`config.mk`:
```
export PLATFORM = sky130hd
export DESIGN_NAME = ext_mem_ctrl
export DESIGN_NICKNAME = d
export VERILOG_FILES = /design/src/rtl/ext_mem_ctrl.sv
export SDC_FILE = /design/constraint.sdc
export NUM_CORES = 1
export LEC_CHECK = 0
export CAP_MARGIN = 20
export CORE_ASPECT_RATIO = 0.7
export CORE_MARGIN = 3
export CORE_UTILIZATION = 47
export CTS_BUF_LIST = sky130_fd_sc_hd__clkbuf_8
export CTS_CLUSTER_DIAMETER = 200
export DETAILED_ROUTE_END_ITERATION = 10
export PLACE_DENSITY = 0.81
export SYNTH_ARGS = -nofsm -noshare
export SYNTH_HDL_FRONTEND = slang
export SYNTH_SLANG_ARGS = --single-unit
```
`constraint.sdc`:
```
create_clock -name clk -period 3.7 [get_ports clk]
set_input_delay 0.74 -clock clk [delete_from_list [all_inputs] [get_ports clk]]
set_output_delay 0.74 -clock clk [all_outputs]
set_load 0.03 [all_outputs]
```
`src/rtl/ext_mem_ctrl.sv`:
```
`default_nettype none
// =============================================================================
// ext_mem_ctrl : ready/valid front end for a synchronous external memory with
//                round-robin single-port arbitration, read pipeline, counters.
// Revision     : 1.0
// =============================================================================
module ext_mem_ctrl #(
    parameter int  DATA_WIDTH   = 32,
    parameter int  HEIGHT       = 1 << 20,
    parameter int  READ_LATENCY = 1,
    parameter int  SINGLE_PORT  = 1,
    parameter int  CNT_WIDTH    = 48,
    localparam int AW           = $clog2(HEIGHT)
) (
    input  logic                  clk,
    input  logic                  arst_n_in,
    input  logic                  rd_req_valid,
    output logic                  rd_req_ready,
    input  logic [AW-1:0]         rd_addr,
    output logic                  rd_rsp_valid,
    output logic [DATA_WIDTH-1:0] rd_rsp_data,
    input  logic                  wr_req_valid,
    output logic                  wr_req_ready,
    input  logic [AW-1:0]         wr_addr,
    input  logic [DATA_WIDTH-1:0] wr_data,
    output logic [AW-1:0]         mem_read_addr,
    input  logic [DATA_WIDTH-1:0] mem_qout,
    output logic [AW-1:0]         mem_write_addr,
    output logic [DATA_WIDTH-1:0] mem_din,
    output logic                  mem_write_en,
    input  logic                  clear_counters,
    output logic [CNT_WIDTH-1:0]  rd_words,
    output logic [CNT_WIDTH-1:0]  wr_words,
    output logic [CNT_WIDTH-1:0]  bits_total,
    output logic [CNT_WIDTH-1:0]  conflict_cycles
);

    localparam logic [0:0] GNT_RD = 1'b0;
    localparam logic [0:0] GNT_WR = 1'b1;

    localparam int INC_W = $clog2(2 * DATA_WIDTH + 1);
    localparam int SUM_W = ((CNT_WIDTH > INC_W) ? CNT_WIDTH : INC_W) + 1;
    localparam logic [CNT_WIDTH-1:0] CNT_MAX = '1;

    logic                    run_q, run_d;
    logic [0:0]              last_grant_q, last_grant_d;
    logic                    rd_grant, wr_grant, conflict;
    logic                    rd_acc, wr_acc;
    logic [READ_LATENCY-1:0] vld_q, vld_d;
    logic [DATA_WIDTH-1:0]   rsp_data_raw;
    logic [INC_W-1:0]        rd_inc, wr_inc, conf_inc, bits_inc;
    logic [CNT_WIDTH-1:0]    rd_words_q, rd_words_d;
    logic [CNT_WIDTH-1:0]    wr_words_q, wr_words_d;
    logic [CNT_WIDTH-1:0]    bits_total_q, bits_total_d;
    logic [CNT_WIDTH-1:0]    conflict_cycles_q, conflict_cycles_d;

    function automatic logic [CNT_WIDTH-1:0] sat_add(
        input logic [CNT_WIDTH-1:0] base,
        input logic [INC_W-1:0]     inc
    );
        logic [SUM_W-1:0] sum;
        sum = SUM_W'(base) + SUM_W'(inc);
        sat_add = (sum > SUM_W'(CNT_MAX)) ? CNT_MAX : sum[CNT_WIDTH-1:0];
    endfunction

    // Readies stay low until the first edge after reset release.
    always_comb begin
        run_d        = 1'b1;
        rd_grant     = 1'b0;
        wr_grant     = 1'b0;
        conflict     = 1'b0;
        last_grant_d = last_grant_q;
        if (run_q) begin
            if (SINGLE_PORT == 0) begin
                rd_grant = 1'b1;
                wr_grant = 1'b1;
            end else begin
                conflict = rd_req_valid && wr_req_valid;
                rd_grant = !wr_req_valid || (last_grant_q == GNT_WR);
                wr_grant = !rd_req_valid || (last_grant_q == GNT_RD);
                if (conflict) begin
                    last_grant_d = rd_grant ? GNT_RD : GNT_WR;
                end
            end
        end
        rd_acc = rd_req_valid && rd_grant;
        wr_acc = wr_req_valid && wr_grant;
    end

    always_comb begin
        rd_inc            = INC_W'(rd_acc);
        wr_inc            = INC_W'(wr_acc);
        conf_inc          = INC_W'(conflict);
        bits_inc          = (rd_acc ? INC_W'(DATA_WIDTH) : '0)
                          + (wr_acc ? INC_W'(DATA_WIDTH) : '0);
        rd_words_d        = sat_add(clear_counters ? '0 : rd_words_q, rd_inc);
        wr_words_d        = sat_add(clear_counters ? '0 : wr_words_q, wr_inc);
        bits_total_d      = sat_add(clear_counters ? '0 : bits_total_q, bits_inc);
        conflict_cycles_d = sat_add(clear_counters ? '0 : conflict_cycles_q, conf_inc);
    end

    // Memory returns data one edge after the address; deeper latencies add stages.
    generate
        if (READ_LATENCY == 1) begin : g_lat_one
            assign vld_d        = rd_acc;
            assign rsp_data_raw = mem_qout;
        end else begin : g_lat_multi
            logic [DATA_WIDTH-1:0] dat_q [READ_LATENCY-1];
            assign vld_d = {vld_q[READ_LATENCY-2:0], rd_acc};
            always_ff @(posedge clk) begin
                dat_q[0] <= mem_qout;
                for (int i = 1; i < READ_LATENCY - 1; i++) begin
                    dat_q[i] <= dat_q[i-1];
                end
            end
            assign rsp_data_raw = dat_q[READ_LATENCY-2];
        end
    endgenerate

    always_ff @(posedge clk or negedge arst_n_in) begin
        if (!arst_n_in) begin
            run_q             <= 1'b0;
            last_grant_q      <= GNT_WR;
            vld_q             <= '0;
            rd_words_q        <= '0;
            wr_words_q        <= '0;
            bits_total_q      <= '0;
            conflict_cycles_q <= '0;
        end else begin
            run_q             <= run_d;
            last_grant_q      <= last_grant_d;
            vld_q             <= vld_d;
            rd_words_q        <= rd_words_d;
            wr_words_q        <= wr_words_d;
            bits_total_q      <= bits_total_d;
            conflict_cycles_q <= conflict_cycles_d;
        end
    end

    assign rd_req_ready    = rd_grant;
    assign wr_req_ready    = wr_grant;
    assign mem_read_addr   = rd_addr;
    assign mem_write_addr  = wr_addr;
    assign mem_din         = wr_data;
    assign mem_write_en    = wr_acc;
    assign rd_rsp_valid    = vld_q[READ_LATENCY-1];
    assign rd_rsp_data     = rd_rsp_valid ? rsp_data_raw : '0;
    assign rd_words        = rd_words_q;
    assign wr_words        = wr_words_q;
    assign bits_total      = bits_total_q;
    assign conflict_cycles = conflict_cycles_q;

endmodule
`default_nettype wire

```
## Yosys cells after proc, flatten, opt, wreduce, memory -nomap -nowiden

Cells that the tools add are included.

| cells by class | value |
|---|---|
| muxes and demuxes | 15 |
| order comparisons | 4 |
| reduce and logical (&&, ||, !) cells | 8 |
| bitwise gates (word level) | 1 |
| add/sub/neg operators | 5 |

Operator list:

| operator | count |
|---|---|
| 2-to-1 mux 48 bit | 8 |
| > comparator 49 x 48 -> 1 bit, second input constant | 4 |
| adder 48 x 1 -> 49 bit | 3 |
| adder 48 x 7 -> 49 bit | 1 |
| 2-to-1 mux 32 bit | 1 |
| 2-to-1 mux 6 bit | 2 |
| adder 6 x 6 -> 7 bit | 1 |
| 2-to-1 mux 1 bit | 4 |
| logical AND 1 bit | 3 |
| zero test 1 bit | 2 |
| logical OR 1 bit | 2 |
| AND reduction 2 bit | 1 |
| NOT 1 bit | 1 |

| word-level totals | value |
|---|---|
| output and inout port bits | 300 |
| flip-flop bits (word level) | 195 |
| word-level logic and storage cells | 40 |
| input port bits | 109 |

## Logic depth before layout (Yosys ltp)

Gate-level depths: netlist of run 1.

| logic depth | value |
|---|---|
| word-level depth | 9 |
| mapped depth | 16 |

## Least setup slack after synthesis of run 1

Ideal clock, no wire load.

| timing | value |
|---|---|
| kind | input to register |
| start point | input rd_req_valid |
| end point | register bits_total_q[23] (netlist: bits_total[23]) |
| required time | 3617 ps |
| stages on the path | 14 |
| arrival time | 4260 ps |
| path buffers | 2 |
| setup slack | -642 ps |
| cells stage by stage | a21boi_0 -> and2_1 -> inv_1 -> fa_1 -> inv_1 -> ha_1 -> ha_1 -> nand3b_1 -> nor4_4 -> nand3_2 -> or3_1 -> buf_2 -> buf_2 -> o21ai_0 |

| between the ends | value |
|---|---|
| word-level cells in the longest chain between the ends | 9 |
| elaborated cells between the ends (all ways) | 11 |
| classes of those cells | add/sub (2); order compare (1); mux (4); reduce/logical (4) |

Ends and longest elaborated chain:

| what | RTL line | text |
|---|---|---|
| from (decl) | 17 | `input logic rd_req_valid,` |
| zero test 1 bit * | 80 | `wr_grant = !rd_req_valid \|\| (last_grant_q == GNT_RD);` |
| logical OR 1 bit * | 80 |  |
| 2-to-1 mux 1 bit * | 73 | `if (run_q) begin` |
| logical AND 1 bit * | 87 | `wr_acc = wr_req_valid && wr_grant;` |
| named net mem_write_en | 30 | `output logic mem_write_en,` |
| 2-to-1 mux 6 bit * | 95 | `+ (wr_acc ? INC_W'(DATA_WIDTH) : '0);` |
| adder 6 x 6 -> 7 bit * | 95 |  |
| adder 48 x 7 -> 49 bit * | 62 | `sum = SUM_W'(base) + SUM_W'(inc);` |
| > comparator 49 x 48 -> 1 bit | 63 | `sat_add = (sum > SUM_W'(CNT_MAX)) ? CNT_MAX : sum[CNT_WIDTH-1:0];` |
| 2-to-1 mux 48 bit * | 63 |  |
| named net bits_total_d[23] | 54 | `logic [CNT_WIDTH-1:0] bits_total_q, bits_total_d;` |
| to (signal assigned) | 135 | `bits_total_q <= bits_total_d;` |
| to (decl) | 54 |  |

The timed path passes the listed nets; every way through them passes the cells marked *.
A chain may end at the register's enable or synchronous reset.

## Worst setup path after layout of run 1

| timing | value |
|---|---|
| start point | input rd_req_valid |
| end point | register bits_total_q[46] (netlist: bits_total[46]) |

| between the ends | value |
|---|---|
| word-level cells in the longest chain between the ends | 9 |
| elaborated cells between the ends (all ways) | 11 |
| classes of those cells | add/sub (2); order compare (1); mux (4); reduce/logical (4) |

Ends and longest elaborated chain:

| what | RTL line |
|---|---|
| zero test 1 bit | 80 |
| logical OR 1 bit | 80 |
| 2-to-1 mux 1 bit | 73 |
| logical AND 1 bit | 87 |
| 2-to-1 mux 6 bit | 95 |
| adder 6 x 6 -> 7 bit * | 95 |
| adder 48 x 7 -> 49 bit * | 62 |
| > comparator 49 x 48 -> 1 bit | 63 |
| 2-to-1 mux 48 bit * | 63 |
| named net bits_total_d[46] | 54 |

Marks and branches as above.

==> metrics.txt, run 1 <==
count of yosys warnings during synthesis 0; status completed; Main synth FF type dfrtp_1; DR vias/cell roughly 5.5; Die Width 192 um; final wirelength 31,400 um; fin crit period approximately 3.4 ns; n_diodes 0; Fmax roughly 290 MHz; Mapped Cells 1,256; Detail Route Antenna Nets 0; Setup Crit Path Kind in -> reg; postcts setup bufs 0; RePlAce Congestion just under 0.9; Nets approximately 1,600; Skew-Pair Late Insertion Delay about 0.48 ns; pre-CTS WS -0.176 ns; VDD IR max ~180 uV; total grt overflow 0; Critical R2R Capture bits_total[46]; dpl hpwl 23,200 um; Final Instance Area 14,600 um2; area post-placement 14,200 um2; via count 9,938; cts repair resizes 0; Total GRT Usage between 20% and 30%; setup violators final 0; critical-path cell list clkdlybuf4s50_1 > a21boi_4 > and2_4 > inv_2 > fa_1 > inv_1 > ha_2 > ha_4 > nand3b_1 > nor4_4 > nand4_1 > nor2_1 > nor4bb_1 > nor3_1; Ports between 400 and 500; post-route clock period utilization between 90 and 100%; largest net degree at the start of global routing around 90; DRT Pass-1 Iters 6; CTS sink count 195; Core Region 23,800 um2; sequential cell area fraction in the yosys report 42.7%; top layer in use met4; required time of the worst setup path 4.06 ns; WL met1 approximately 14,000 um; worst-margin pin slew 0.796 ns; critical path launch point type primary input; RSZ-0062 raised after global routing no; Post-Syn Area 11,400 um2; R2R depth 13; CP max-delay cell clkdlybuf4s50_1; first-pass GRT wire length ~50,000 um; total power roughly 4.1 mW; Syn Area/Cell 9.10 um2; Reg2Reg Setup Slack about 0.45 ns; origin of the critical flop-to-flop path last_grant_q; met2 wire length 14,000 um; DRC Markers 0; PwrDens 284 nW/um2; Worst-path clk slew 0.10 ns; wire per inst ~17 um; critical path endpoint category register; final hold violation count 0; share of cells above drive strength 1 about 7.2%; Synth Net Count 1,375; crit path max fanout 4; CP max stage delay 0.49 ns; largest delay contributor family on the critical path simple AND/OR/NAND/NOR gates; initial antenna violation count 0; Rows 47; Arr. time, crit path 3.75 ns; root buf cell clkbuf_8; LEAKAGE 6.34 nW; CTS H-tree lvls 4; Async S/R FF share, synth 100%; final setup skew 0.0225 ns; vias in the first global route ~9,600; Final Max Tran Viols 0; total CTS buffers 17; Hold WC Path Type in -> async; CTS tree yes; Area growth syn-to-layout 27.7%; Buf/Inv on CP 3; final worst slack 0.304 ns; initial detailed-routing violation count 758; Cell variety after synth 55; Starting Density 48.1%; Die Ht about 140 um; relative slew slack 47.0%; full die area 26,300 um2; Hold Buf Count CTS 0; MaxCap Viol Count 0; Clock Path Buffers 2; Port Buffers 264; synthesis-stage register bit count 195; met3 WL between 3000 and 4000 um; EDFF count, synth 0
==> routing by layer <==
metal | up-vias | GRT usage (%)
li1 | 4614 | -
met1 | 4803 | 32.4
met3 | 42 | 7.94
met4 | 0 | 6.31
met5 | - | 0
met2 | 479 | 36.8
==> worst reg2reg max path: stages (launching register included) <==
cell,delay [ns]
dfstp_2,0.57
inv_1,0.08
a21boi_2,0.17
nand2_1,0.11
fa_1,0.43
inv_1,0.10
ha_2,0.20
ha_4,0.13
nand3b_1,0.12
nor4_4,0.37
nand4_1,0.27
nor2_1,0.20
nor4bb_1,0.31
nor3_1,0.08
==> power breakdown <==
group          internal, mW  switching, mW  leakage (nW)
clock network         0.689          0.842         0.216
registers              2.16         0.0256          2.71
logic                 0.181          0.245          3.41
total                  3.03           1.11          6.34
==> state kept, by name (all words and copies together) (netlist names) <==
| register | count |
|---|---|
| last_grant_q | 1 |
| rd_rsp_valid | 1 |
| bits_total | 48 |
| wr_words | 48 |
| run_q | 1 |
| rd_words | 48 |
| conflict_cycles | 48 |
==> cells in the final DEF, fill, tap and decap left out, types with 18 or more instances in the layout <==
cell type / netlist / routed
o21ai_0: 80 / 80
dfrtp_1: 194 / 194
inv_1: 25 / 24
nand4_1: 55 / 55
xnor2_1: 116 / 116
and3_1: 38 / 38
clkdlybuf4s50_1: 0 / 262
nor2_1: 48 / 48
nand2_1: 142 / 142
xor2_1: 47 / 47
nor3_1: 31 / 31
buf_4: 72 / 45
and2_1: 42 / 41
clkbuf_8: 0 / 18
nand2b_1: 62 / 62
nand3_1: 85 / 85
nor2b_1: 53 / 53
==> cells by family (layout without fill, tap and decap cells) <==
group | count (synthesis) | after routing | share of synthesized area, %
other | 1 | 1 | 0.0328
AOI/OAI and AO/OA | 101 | 101 | 4.69
DFF | 195 | 195 | 42.7
adders and majority gates | 10 | 10 | 1.16
muxes | 4 | 4 | 0.350
buffers and inverters | 147 | 370 | 7.40
and+or+nand+nor | 635 | 635 | 31.2
xor gates and xnor gates | 163 | 163 | 12.5
==> cells in the mapped netlist, types with 2 or more instances <==
library cell / count / share of area (%)
or3_1: 6 / 0.33
nor2_1: 48 / 1.6
buf_6: 2 / 0.20
o21ai_0: 80 / 3.5
o21ai_1: 7 / 0.31
nand2b_1: 62 / 3.4
inv_1: 25 / 0.82
clkbuf_1: 41 / 1.3
xnor2_1: 116 / 8.9
or2_2: 2 / 0.11
nand4b_1: 5 / 0.38
and4b_1: 4 / 0.35
nand2_1: 142 / 4.7
and3_1: 38 / 2.1
buf_2: 7 / 0.31
nand3b_1: 6 / 0.39
nand4_1: 55 / 3.0
a21boi_0: 2 / 0.13
nor4_2: 4 / 0.44
a31oi_1: 3 / 0.16
nand3_2: 2 / 0.18
and2_1: 42 / 2.3
nor2b_1: 53 / 2.9
o21a_1: 2 / 0.13
nor3b_1: 2 / 0.13
nor4_4: 3 / 0.56
buf_4: 72 / 4.7
nor4_1: 17 / 0.93
a21oi_1: 2 / 0.088
mux2i_1: 4 / 0.35
ha_1: 9 / 0.99
and4_1: 16 / 1.2
nor3_1: 31 / 1.4
or4_1: 2 / 0.13
dfrtp_1: 194 / 42
xor2_1: 47 / 3.6
nand3_1: 85 / 3.7
==> how the worst max path moves through the flow <==
stage / startpoint / endpoint / slack (ns) / cells past startpoint
2_1_floorplan: rd_req_valid / bits_total[23] / 0.007 / 14
5_1_grt: rd_req_valid / bits_total[46] / 0.16 / 15
6_report: rd_req_valid / bits_total[46] / 0.30 / 14
4_1_cts: rd_req_valid / bits_total[46] / 0.34 / 14
3_5_place_dp: rd_req_valid / bits_total[46] / -0.18 / 14
3_3_place_gp: rd_req_valid / bits_total[28] / -0.02 / 14
==> through the flow <==
step,instances,TNS [ns],util [%],hold slack [ns]
after floorplan,1256,0,-,0.444
after global placement,1765,-0.322,59.6,0.504
after detailed placement,1765,-5.39,59.6,0.506
after CTS,1797,0,61.4,0.335
after global routing,1797,0,61.4,0.345
final,1797,0,61.4,0.268
==> final cells by class <==
type	count	area (um2)
Clock buffer	17	234
Clock inverter	15	191
Fill cell	1956	9160
Inverter	25	93.8
Multi-Input combinational cell	914	5730
Sequential cell	195	4880
Tap cell	318	398
Timing Repair Buffer	313	3070
(Power assumes the default switching activity.)
==> run 2, diff against run 1 <==
--- a/config.mk
+++ b/config.mk
@@ -5,7 +5,7 @@
 export SDC_FILE = /design/constraint.sdc
 export NUM_CORES = 1
 export LEC_CHECK = 0
-export CAP_MARGIN = 20
+export CAP_MARGIN = 0
 export CORE_ASPECT_RATIO = 0.7
 export CORE_MARGIN = 3
 export CORE_UTILIZATION = 47
==> results of run 2 <==
Final layout, timing and power as in run 1 (identical DEF).
==> run 3, diff against run 2 <==
--- a/config.mk
+++ b/config.mk
@@ -6,13 +6,16 @@
 export NUM_CORES = 1
 export LEC_CHECK = 0
 export CAP_MARGIN = 0
-export CORE_ASPECT_RATIO = 0.7
+export CELL_PAD_IN_SITES_DETAIL_PLACEMENT = 0
+export CELL_PAD_IN_SITES_GLOBAL_PLACEMENT = 1
+export CORE_ASPECT_RATIO = 1.4
 export CORE_MARGIN = 3
-export CORE_UTILIZATION = 47
+export CORE_UTILIZATION = 34
 export CTS_BUF_LIST = sky130_fd_sc_hd__clkbuf_8
 export CTS_CLUSTER_DIAMETER = 200
 export DETAILED_ROUTE_END_ITERATION = 10
-export PLACE_DENSITY = 0.81
+export GPL_ROUTABILITY_DRIVEN = 0
+export PLACE_DENSITY = 0.8
 export SYNTH_ARGS = -nofsm -noshare
 export SYNTH_HDL_FRONTEND = slang
 export SYNTH_SLANG_ARGS = --single-unit
==> run 3 against run 2 <==
  * Register-to-register slack worse by 0.15 ns
  * First-iteration DRC count is 18% lower
  * Cell count up 6.7%
  * Clock skew is 0.0057 ns lower
  * Via count decreased by 2.3%
  * Highest routed layer unchanged
  * Setup slack worse by 0.16 ns
  * Critical path type unchanged
  * Non-clock buffer count decreased by 2
  * Sequential share of layout area is 0.25 points lower
  * Clock power fell by 8%
  * Flip-flop and latch count is the same
==> metrics.txt, run 3 (synthesis results as in run 1) <==
filler instances 3,243; initial antenna violation count 0; CP startpoint rd_req_valid; root buf cell clkbuf_8; GRT Max-Usage Layer met2; cts repair resizes 0; Die Ht between 200 and 250 um; vias in the first global route 10,000; CTS sink count 195; Comb pwr share a little over a tenth; total CTS buffers 17; full die area 35,900 um2; origin of the critical flop-to-flop path last_grant_q; setup violators final 0; VDD IR max 248 uV; Rows 78; P_sw between 1 and 1.5 mW; most common cell after layout, fill and taps aside clkdlybuf4s50_1; Arr. time, crit path between 3 and 4 ns; Internal Power 2.96 mW; first-pass GRT wire length approximately 57,000 um; met1 usage 22.4%; Nets 1,583; Hold Buf Count CTS 0; Final Max Tran Viols 0; postcts setup bufs 0; RSZ-0062 raised after global routing no; Skew-Pair Late Insertion Delay 0.48 ns; total grt overflow 0; n_diodes 0; Core Region 32,800 um2; critical path launch point type primary input; largest net degree at the start of global routing 78; via count about 9,700; clock power share 35.0%; Hold WC Path Type in -> async; final setup skew 0.0168 ns; CTS H-tree lvls 4; Setup Crit Path Kind in -> reg; worst-margin pin slew 0.752 ns; final wirelength 35,300 um; Total GRT Usage 19.6%; Die Width 161 um; DRT Pass-1 Iters 5; status completed; PwrDens 275 nW/um2; Fmax about 280 MHz; Starting Density 34.8%; post-route clock period utilization 96.1%; DRC Markers 0; wire per inst 18.4 um; worst hold slack slightly above 0.2 ns; most frequent cells in the layout clkdlybuf4s50_1 (262), dfrtp_1 (194), nand2_1 (142); LEAKAGE about 6.3 nW; Area growth syn-to-layout 28.7%; MaxCap Viol Count 0; relative slew slack 49.5%; Detail Route Antenna Nets 0; Sw Ratio a little over a quarter; crit path max fanout 17; required time of the worst setup path 4.10 ns; Ports slightly above 400; R2R depth 13; part of the power in registers 54.2%; Worst-path clk slew 0.10 ns; Port Buffers 264; GR Util met2 between 30% and 40%; share of cells above drive strength 1 a little under 7%; critical path endpoint category register; initial detailed-routing violation count around 600; met3 GRT Util 2.90%; CTS tree yes; setup tns final 0 ns; fin crit period 3.56 ns; DR vias/cell 5.06; final hold violation count 0; dpl hpwl 26,200 um; Clock Path Buffers 2
[run 3: cell types whose count changed in the layout (fill, tap and decap cells not counted)]
cell       before  now
buf_12          4    5
buf_4          45   42
bufinv_16       3    2
clkbuf_8       18   19
clkinv_4        2    1
inv_1          24   28
inv_6           5    4
inv_8           2    0
[run 3: path summary, 6_finish.rpt]
path | to | slack (ns)
max reg2reg | bits_total[2] | 0.30
max | bits_total[2] | 0.14
min reg2reg | bits_total[3] | 0.52
min in group clk | bits_total[3] | 0.52
min | rd_words[46] | 0.20
max in group asynchronous | wr_words[23] | 2.63
[run 3: power groups by stage]
stage	combinational [mW]	sequential, mW	clock, mW
finish	0.436	2.19	1.41
global route	0.471	2.20	1.56
floorplan	0.315	2.25	0
detailed placement	0.441	2.23	0
global placement	0.441	2.23	0
CTS	0.444	2.19	1.48
[run 3: worst max-delay path, cell delays in order]
cell,delay [ns]
clkdlybuf4s50_1,0.49
a21boi_4,0.17
and2_4,0.16
inv_2,0.04
fa_1,0.49
inv_1,0.14
ha_2,0.20
ha_4,0.13
nand3b_1,0.11
nor4_4,0.39
nand3_2,0.13
or3_1,0.44
buf_4,0.22
o21ai_0,0.09
[run 3: metal layers]
metal,vias up,routed length [um]
met5,-,0
met4,0,2160
met3,116,1420
met2,236,18000
met1,4751,13700
li1,4606,-
[run 3: final cells by class]
type | count | area, um2 | area share, %
clock buffers | 18 | 248 | 1.68
repair buffers | 311 | 3060 | 20.8
flip-flops and latches | 195 | 4880 | 33.2
inverters | 25 | 93.8 | 0.638
clock inverters | 14 | 136 | 0.927
multi-input cells | 914 | 5730 | 39.0
well taps | 440 | 551 | 3.74
[run 3: metrics by stage]
stage	instance area, um2	power (mW)	cells	utilization (%)	worst slack, ns
after global routing	14700	4.23	1917	44.8	0.0210
final	14700	4.04	1917	44.8	0.143
after CTS	14700	4.12	1917	44.8	0.208
after detailed placement	14300	2.68	1885	43.7	-0.358
after global placement	14300	2.67	1885	43.7	-0.305
after floorplan	11500	2.57	1256	-	0.00722
